### src/rtl/shift_seq.sv
// Sequential 16-bit shifter/rotator: one single-bit step per cycle under an IDLE/SHIFT/DONE FSM.
// Optional build macro SHIFT_SEQ_EARLY_EXIT_EN ends SHIFT early once R and C are both zero.
module shift_seq (
  input  logic        clk,
  input  logic        reset,
  input  logic        start,
  input  logic [15:0] abus,
  input  logic [2:0]  op,
  input  logic        cin,
  input  logic [3:0]  amt,
  output logic [15:0] outbus,
  output logic        cout,
  output logic        overflow,
  output logic        busy,
  output logic        done
);

  localparam logic [2:0] OP_SHL = 3'b001;
  localparam logic [2:0] OP_SHR = 3'b010;
  localparam logic [2:0] OP_SAR = 3'b011;
  localparam logic [2:0] OP_RLC = 3'b100;
  localparam logic [2:0] OP_RRC = 3'b101;

  typedef enum logic [1:0] {
    ST_IDLE  = 2'd0,
    ST_SHIFT = 2'd1,
    ST_DONE  = 2'd2
  } state_t;

  state_t      r_state;
  state_t      w_state_nxt;
  logic [2:0]  r_op;
  logic [3:0]  r_cnt;
  logic [15:0] r_r;
  logic        r_c;
  logic        r_ov;

  logic [17:0] w_step;
  logic [15:0] w_step_r;
  logic        w_step_c;
  logic        w_step_ov;
  logic [3:0]  w_cnt_dec;
  logic        w_op_valid;
  logic        w_go_shift;

  // One single-bit step; returns {R, C, ov} after the step.
  function automatic logic [17:0] step_fn(input logic [2:0]  f_op,
                                          input logic [15:0] f_r,
                                          input logic        f_c);
    logic [15:0] nr;
    logic        nc;
    logic        nov;
    nr  = f_r;
    nc  = f_c;
    nov = 1'b0;
    case (f_op)
      OP_SHL: begin
        nr  = {f_r[14:0], 1'b0};
        nc  = f_r[15];
        nov = f_r[15] ^ f_r[14];
      end
      OP_SHR: begin
        nr  = {1'b0, f_r[15:1]};
        nc  = f_r[0];
        nov = f_r[15];
      end
      OP_SAR: begin
        nr  = (f_r == 16'hFFFF) ? 16'h0000 : {f_r[15], f_r[15:1]};
        nc  = f_r[0];
        nov = 1'b0;
      end
      OP_RLC: begin
        nr  = {f_r[14:0], f_c};
        nc  = f_r[15];
        nov = f_r[15] ^ f_r[14];
      end
      OP_RRC: begin
        nr  = {f_c, f_r[15:1]};
        nc  = f_r[0];
        nov = f_r[15] ^ f_c;
      end
      default: ;
    endcase
    return {nr, nc, nov};
  endfunction

  assign w_step     = step_fn(r_op, r_r, r_c);
  assign w_step_r   = w_step[17:2];
  assign w_step_c   = w_step[1];
  assign w_step_ov  = w_step[0];
  assign w_cnt_dec  = r_cnt - 4'd1;
  assign w_op_valid = (op >= OP_SHL) && (op <= OP_RRC);
  assign w_go_shift = w_op_valid && (amt != 4'd0);

  always_ff @(posedge clk) begin
    if (reset) r_state <= ST_IDLE;
    else       r_state <= w_state_nxt;
  end

  always_comb begin
    w_state_nxt = r_state;
    case (r_state)
      ST_IDLE: begin
        if (start) w_state_nxt = w_go_shift ? ST_SHIFT : ST_DONE;
      end
      ST_SHIFT: begin
        if (w_cnt_dec == 4'd0) w_state_nxt = ST_DONE;
`ifdef SHIFT_SEQ_EARLY_EXIT_EN
        // All-zero R and C are a fixed point of every op, so the rest of the count changes nothing.
        else if ((w_step_r == 16'h0000) && !w_step_c) w_state_nxt = ST_DONE;
`endif
      end
      ST_DONE:  w_state_nxt = ST_IDLE;
      default:  w_state_nxt = ST_IDLE;
    endcase
  end

  always_comb begin
    busy = (r_state != ST_IDLE);
    done = (r_state == ST_DONE);
  end

  // NOP/invalid ops clear the result; amt=0 passes abus through with a zero carry.
  always_ff @(posedge clk) begin
    if (reset) begin
      r_op  <= 3'b000;
      r_cnt <= 4'd0;
      r_r   <= 16'h0000;
      r_c   <= 1'b0;
      r_ov  <= 1'b0;
    end else if ((r_state == ST_IDLE) && start) begin
      r_op  <= op;
      r_cnt <= amt;
      r_r   <= w_op_valid ? abus : 16'h0000;
      r_c   <= w_go_shift ? cin : 1'b0;
      r_ov  <= 1'b0;
    end else if (r_state == ST_SHIFT) begin
      r_cnt <= w_cnt_dec;
      r_r   <= w_step_r;
      r_c   <= w_step_c;
      r_ov  <= r_ov | w_step_ov;
    end
  end

  assign outbus   = r_r;
  assign cout     = r_c;
  assign overflow = r_ov;

endmodule

### config.mk
export PLATFORM = sky130hd
export DESIGN_NAME = shift_seq
export DESIGN_NICKNAME = d
export VERILOG_FILES = /design/src/rtl/shift_seq.sv
export SDC_FILE = /design/constraint.sdc
export NUM_CORES = 1
export LEC_CHECK = 0
export CORE_ASPECT_RATIO = 0.5
export CORE_MARGIN = 4
export CORE_UTILIZATION = 53
export CTS_CLUSTER_DIAMETER = 120
export DETAILED_ROUTE_END_ITERATION = 10
export PLACE_DENSITY = 0.89
export SLEW_MARGIN = 20
export SYNTH_ARGS = -nofsm -noshare
export SYNTH_HDL_FRONTEND = slang
export SYNTH_SLANG_ARGS = --single-unit
### constraint.sdc
create_clock -name clk -period 4.3 [get_ports clk]
set_input_delay 1.29 -clock clk [delete_from_list [all_inputs] [get_ports clk]]
set_output_delay 1.29 -clock clk [all_outputs]
set_load 0.1 [all_outputs]
After elaboration in Yosys (flattened, before gate mapping)
Index checks and enable logic that the tools add are counted.
{"block": "word_totals", "rom_bits": 0, "wordCells": 57, "out_inout_bits": 20, "reg_bits": 27, "n_memories": 0, "inputBits": 27, "mem_bits_rw": 0, "latch_bits": 0}
{"block": "op_classes", "shift": 0, "n_mux": 16, "n_reduce_logical": 17, "add_sub_neg": 1, "magnitude_cmp": 2, "multipliers": 0, "div_mod_pow": 0, "bitwise_logic": 3, "eq_ne": 11}
{"op": "case mux 16 bit (5 select lines)", "n": 1}
{"op": "2-to-1 mux 16 bit", "n": 4}
{"op": "== test 16 bit (second input constant)", "n": 1}
{"op": "2-to-1 mux 4 bit", "n": 2}
{"op": "== test 3 x 2 -> 1 bit (second input constant)", "n": 2}
{"op": "== test 3 bit (second input constant)", "n": 2}
{"op": "2-to-1 mux 2 bit", "n": 3}
{"op": "AND reduction 2 bit", "n": 3}
{"op": "nonzero test 6 bit", "n": 1}
{"op": "logical NOT 4 bit", "n": 1}
{"op": "!= test 2 bit (second input constant)", "n": 2}
{"op": "case mux 2 bit (2 select lines)", "n": 1}
{"op": "nonzero test 2 bit", "n": 2}
{"op": "nonzero test 4 bit", "n": 1}
{"op": "OR reduction 2 bit", "n": 2}
{"op": "subtractor 4 x 1 -> 4 bit (second input constant)", "n": 1}
{"op": "== test 3 x 1 -> 1 bit (second input constant)", "n": 1}
{"op": "greater-or-equal comparator 3 x 1 -> 1 bit (second input constant)", "n": 1}
{"op": "less-or-equal comparator 3 bit (second input constant)", "n": 1}
{"op": "logical AND 1 bit", "n": 3}
{"op": "2-to-1 mux 1 bit", "n": 3}
{"op": "!= test 3 bit (second input constant)", "n": 1}
{"op": "case mux 1 bit (3 select lines)", "n": 1}
{"op": "AND reduction 3 bit", "n": 1}
{"op": "8 further kinds", "n": 9}

Longest topological paths before layout
{"block": "depth", "word_depth": 6, "ltp_mapped": 8, "mapped_depth_nobuf": 6}

Worst setup path after synthesis
No wires, ideal clock.
{"block": "synth_path", "path_type": "register to output", "from": "register r_state[1]", "to": "output port done", "arrival_ps": 1784, "setup_slack_ps": 1226, "path_buffers": 0, "path_stages_with_launch": 2, "required_ps": 3010, "cell_sequence": "dfxtp_1 > nor2b_1"}
{"block": "synth_between", "elab_chain_len": 1}
{"item": "start, declared", "line": "30", "source": "state_t r_state;"}
{"item": "start signal, assigned", "line": "97", "source": "else r_state <= w_state_nxt;"}
{"item": "== test 2 bit", "line": "120", "source": "done = (r_state == ST_DONE);"}
{"item": "end, declared", "line": "15", "source": "output logic done"}
No other way between the ends.

Worst setup path in the final report
Same ends and word-level chain as after synthesis.

==> flow_summary.json <==
{
  "status": "finished, final reports clean",
  "drive_gt1_frac": 0.0761,
  "cp-start-kind": "register",
  "drt-vias-per-instance": 6.16,
  "drt-met1-wl_mm": 2.15,
  "min_to": "overflow",
  "power_per_cell_area_nw_per_um2": 403,
  "dp.cells": 312,
  "slew-limit-headroom": 0.266,
  "place_congestion": 0.882,
  "first_global_vias": 1702,
  "synth_area_leader_cell": "dfxtp_1",
  "syn_area_um2": 1840,
  "r2r_setup_slack_ns": 2.05,
  "synthToLayoutAreaGrowth_pct": 25.6,
  "maxCapViolCount": 0,
  "routed.top_layer": "met4",
  "utilization": 0.733,
  "holdCritStartpoint": "overflow",
  "syn-num-nets": 273,
  "finalSetupTns_ns": 0,
  "synth_cells": 243,
  "fin_cells": 316,
  "required_ns": 3.01,
  "cp-end-kind": "output port",
  "wl_met3_um": 381,
  "ir_drop_mv": 0.204,
  "port_buffers": 46,
  "die-width_um": 91.3,
  "wl_met2_mm": 2.19,
  "cts_setup_buffers": 0,
  "synth_top_area_share": 0.294,
  "cts-root-buf": "clkbuf_8",
  "combPwrFrac": 0.488,
  "wl_per_cell_um": 15.0,
  "grt_pass1_wl_mm": 7.71,
  "p_int_uw": 492,
  "synth_xor_area_frac": 0.0238,
  "grt_max_degree": 46,
  "ys.flop_type": "dfxtp_1",
  "critical_path_class": "reg2out",
  "clockPowerShare": 0.159,
  "clock_latency_ns": 0.28,
  "synth_top_family_by_area": "compound AO/OA/AOI/OAI gates",
  "power_switching_uw": 439,
  "fin_nets": 307,
  "pwr-share-seq": 0.353,
  "yosysUniqueCellTypes": 45,
  "route.detailed.drc": 0,
  "cts-htree-levels": 1,
  "synthTopCellsByArea": "dfxtp_1 29%, nand2_1 8.0%, a211oi_1 5.7%, nand3_1 5.4%, a31o_1 5.2%",
  "diodes": 0,
  "ant_nets": 0,
  "yosys_warnings": 0,
  "drtIter0Drc": 244,
  "finalHoldViolCount": 0,
  "rsz0062_at_grt": "false",
  "setup_viol": 0,
  "dr.pass1.iters": 5,
  "hp-class": "reg2reg",
  "crit_slowest_cell": "clkdlybuf4s50_1",
  "cts_tree": "built",
  "crit_chain": "nor2b_1, clkdlybuf4s50_1",
  "core-area_um2": 3150,
  "path_clk_slew_ns": 0.09,
  "period_needed_ns": 3.35,
  "synth-seq-cells": 27,
  "r2r_end": "outbus[11]",
  "wl_mm": 4.74,
  "dp_hpwl_mm": 3.30,
  "ys_seq_area_frac": 0.294,
  "p_sw_frac": 0.471,
  "synth_mux_area_frac": 0.0177,
  "hold_depth": 2,
  "reg2reg_depth": 5,
  "die-area_um2": 4540,
  "power.leakage_nw": 0.835,
  "skew_ns": 0.00343,
  "slowest_delay_ns": 1.15,
  "crit_arrival_ns": 2.06,
  "vias": 1946,
  "async_reset_ff_frac": 0,
  "syn_avg_cell_area_um2": 7.57,
  "antenna_found_initial": 0,
  "tightestPinTransition_ns": 1.10,
  "die_h_um": 49.7,
  "cts_buffer_depth": 2,
  "r2r_start": "r_op[2]",
  "hold_buffers": 0,
  "grt.total_usage": 0.205,
  "cts.sinks": 27,
  "whs_ns": 0.535,
  "period_share": 0.779,
  "synthSimpleGateAreaFrac": 0.280,
  "io_pins": 47,
  "cts-resized-gates": 0,
  "fmax_ghz": 0.299,
  "cp_num_buf_inv": 1,
  "maxSlewViolCount": 0,
  "synthAdderAreaFrac": 0.0204,
  "rows": 14,
  "crit_fanout": 7,
  "overflow": 0,
  "synth_compound_area_frac": 0.293,
  "crit_family": "buffers and inverters",
  "cts_buffers": 3,
  "synth-edff-count": 0,
  "start_util": 0.584
}
-- layer usage --
layer	up-vias	GRT usage
met3	4	0.0471
met2	86	0.342
li1	958	-
met1	898	0.267
met5	-	0
met4	0	0.0525
-- sequential cells by signal, indices dropped and copies added (netlist names) --
signal    flops
cout          1
outbus       16
overflow      1
r_cnt         4
r_op          3
r_state       2
-- area by class of cell --
class	count	area [µm²]
fill	256	842
tap	40	50.0
clock buffer	3	41.3
timing repair buffer	49	483
multi-input combinational	191	1170
sequential	27	541
inverter	5	18.8
clock inverter	1	5.00
-- how the worst max path moves through the flow --
stage | start | to | slack (ns) | cells past startpoint
after CTS | r_state[1] | done | 0.93 | 2
after floorplan | r_state[1] | done | 1.23 | 1
after detailed placement | op[1] | outbus[14] | 1.00 | 7
final | r_state[1] | done | 0.95 | 2
after global routing | r_state[1] | done | 0.89 | 2
after global placement | start | outbus[13] | 1.06 | 6
-- power by group through the flow --
stage               clock [mW]  sequential, mW  combinational, mW
global route             0.161           0.335              0.481
CTS                      0.152           0.327              0.453
floorplan                    0           0.471              0.207
global placement             0           0.332              0.445
finish                   0.148           0.329              0.454
detailed placement           0           0.333              0.451
-- logic make-up after synthesis --
logic type      count (synthesis)
mux                             3
buf+inv                        25
simple gates                  108
flops                          27
compound gates                 72
xor+xnor                        5
fa+ha+maj                       3
-- cells in the final DEF (no fill, tap or decap), drive strengths merged, types with 3 or more instances in the layout --
master and n:
a31oi 15, a221oi 3, nand4 4, clkbuf 3
nand2b 3, nor3 6, nor2 24, buf 3
a211oi 14, o21ai 3, nand2 39, clkdlybuf4s50 46
nor2b 3, dfxtp 27, xnor2 3, a31o 15
inv 5, a21oi 12, nand3 20, ha 3
-- synthesized netlist by cell type, types with 2 or more instances --
| cell type | number |
|---|---|
| a211oi_1 | 14 |
| a21oi_1 | 12 |
| a221oi_1 | 3 |
| a31o_1 | 11 |
| a31o_2 | 3 |
| a31oi_1 | 14 |
| a32oi_1 | 2 |
| buf_2 | 6 |
| buf_4 | 2 |
| buf_6 | 3 |
| clkbuf_1 | 9 |
| dfxtp_1 | 27 |
| ha_1 | 3 |
| inv_1 | 5 |
| mux2_2 | 2 |
| nand2_1 | 39 |
| nand2b_1 | 3 |
| nand3_1 | 20 |
| nand4_1 | 4 |
| nor2_1 | 24 |
| nor2b_1 | 3 |
| nor3_1 | 6 |
| o21ai_0 | 3 |
| xnor2_1 | 3 |
| xor2_1 | 2 |
-- worst register-to-register path: cells and delay by family (launching register included) --
family / cells / cell delay, ns
AOI/OAI and AO/OA: 4 / 1.53
DFF: 1 / 0.52
and+or+nand+nor: 1 / 0.15
-- through the flow --
stage          cell area, µm²  power [mW]  setup slack (ns)
2_1_floorplan            1840       0.678              1.23
3_3_place_gp             2260       0.776              1.06
3_5_place_dp             2260       0.785              1.00
4_1_cts                  2310       0.932             0.934
5_1_grt                  2310       0.977             0.889
6_report                 2310       0.932             0.952
Note: power is estimated with default switching activity, not from simulation.
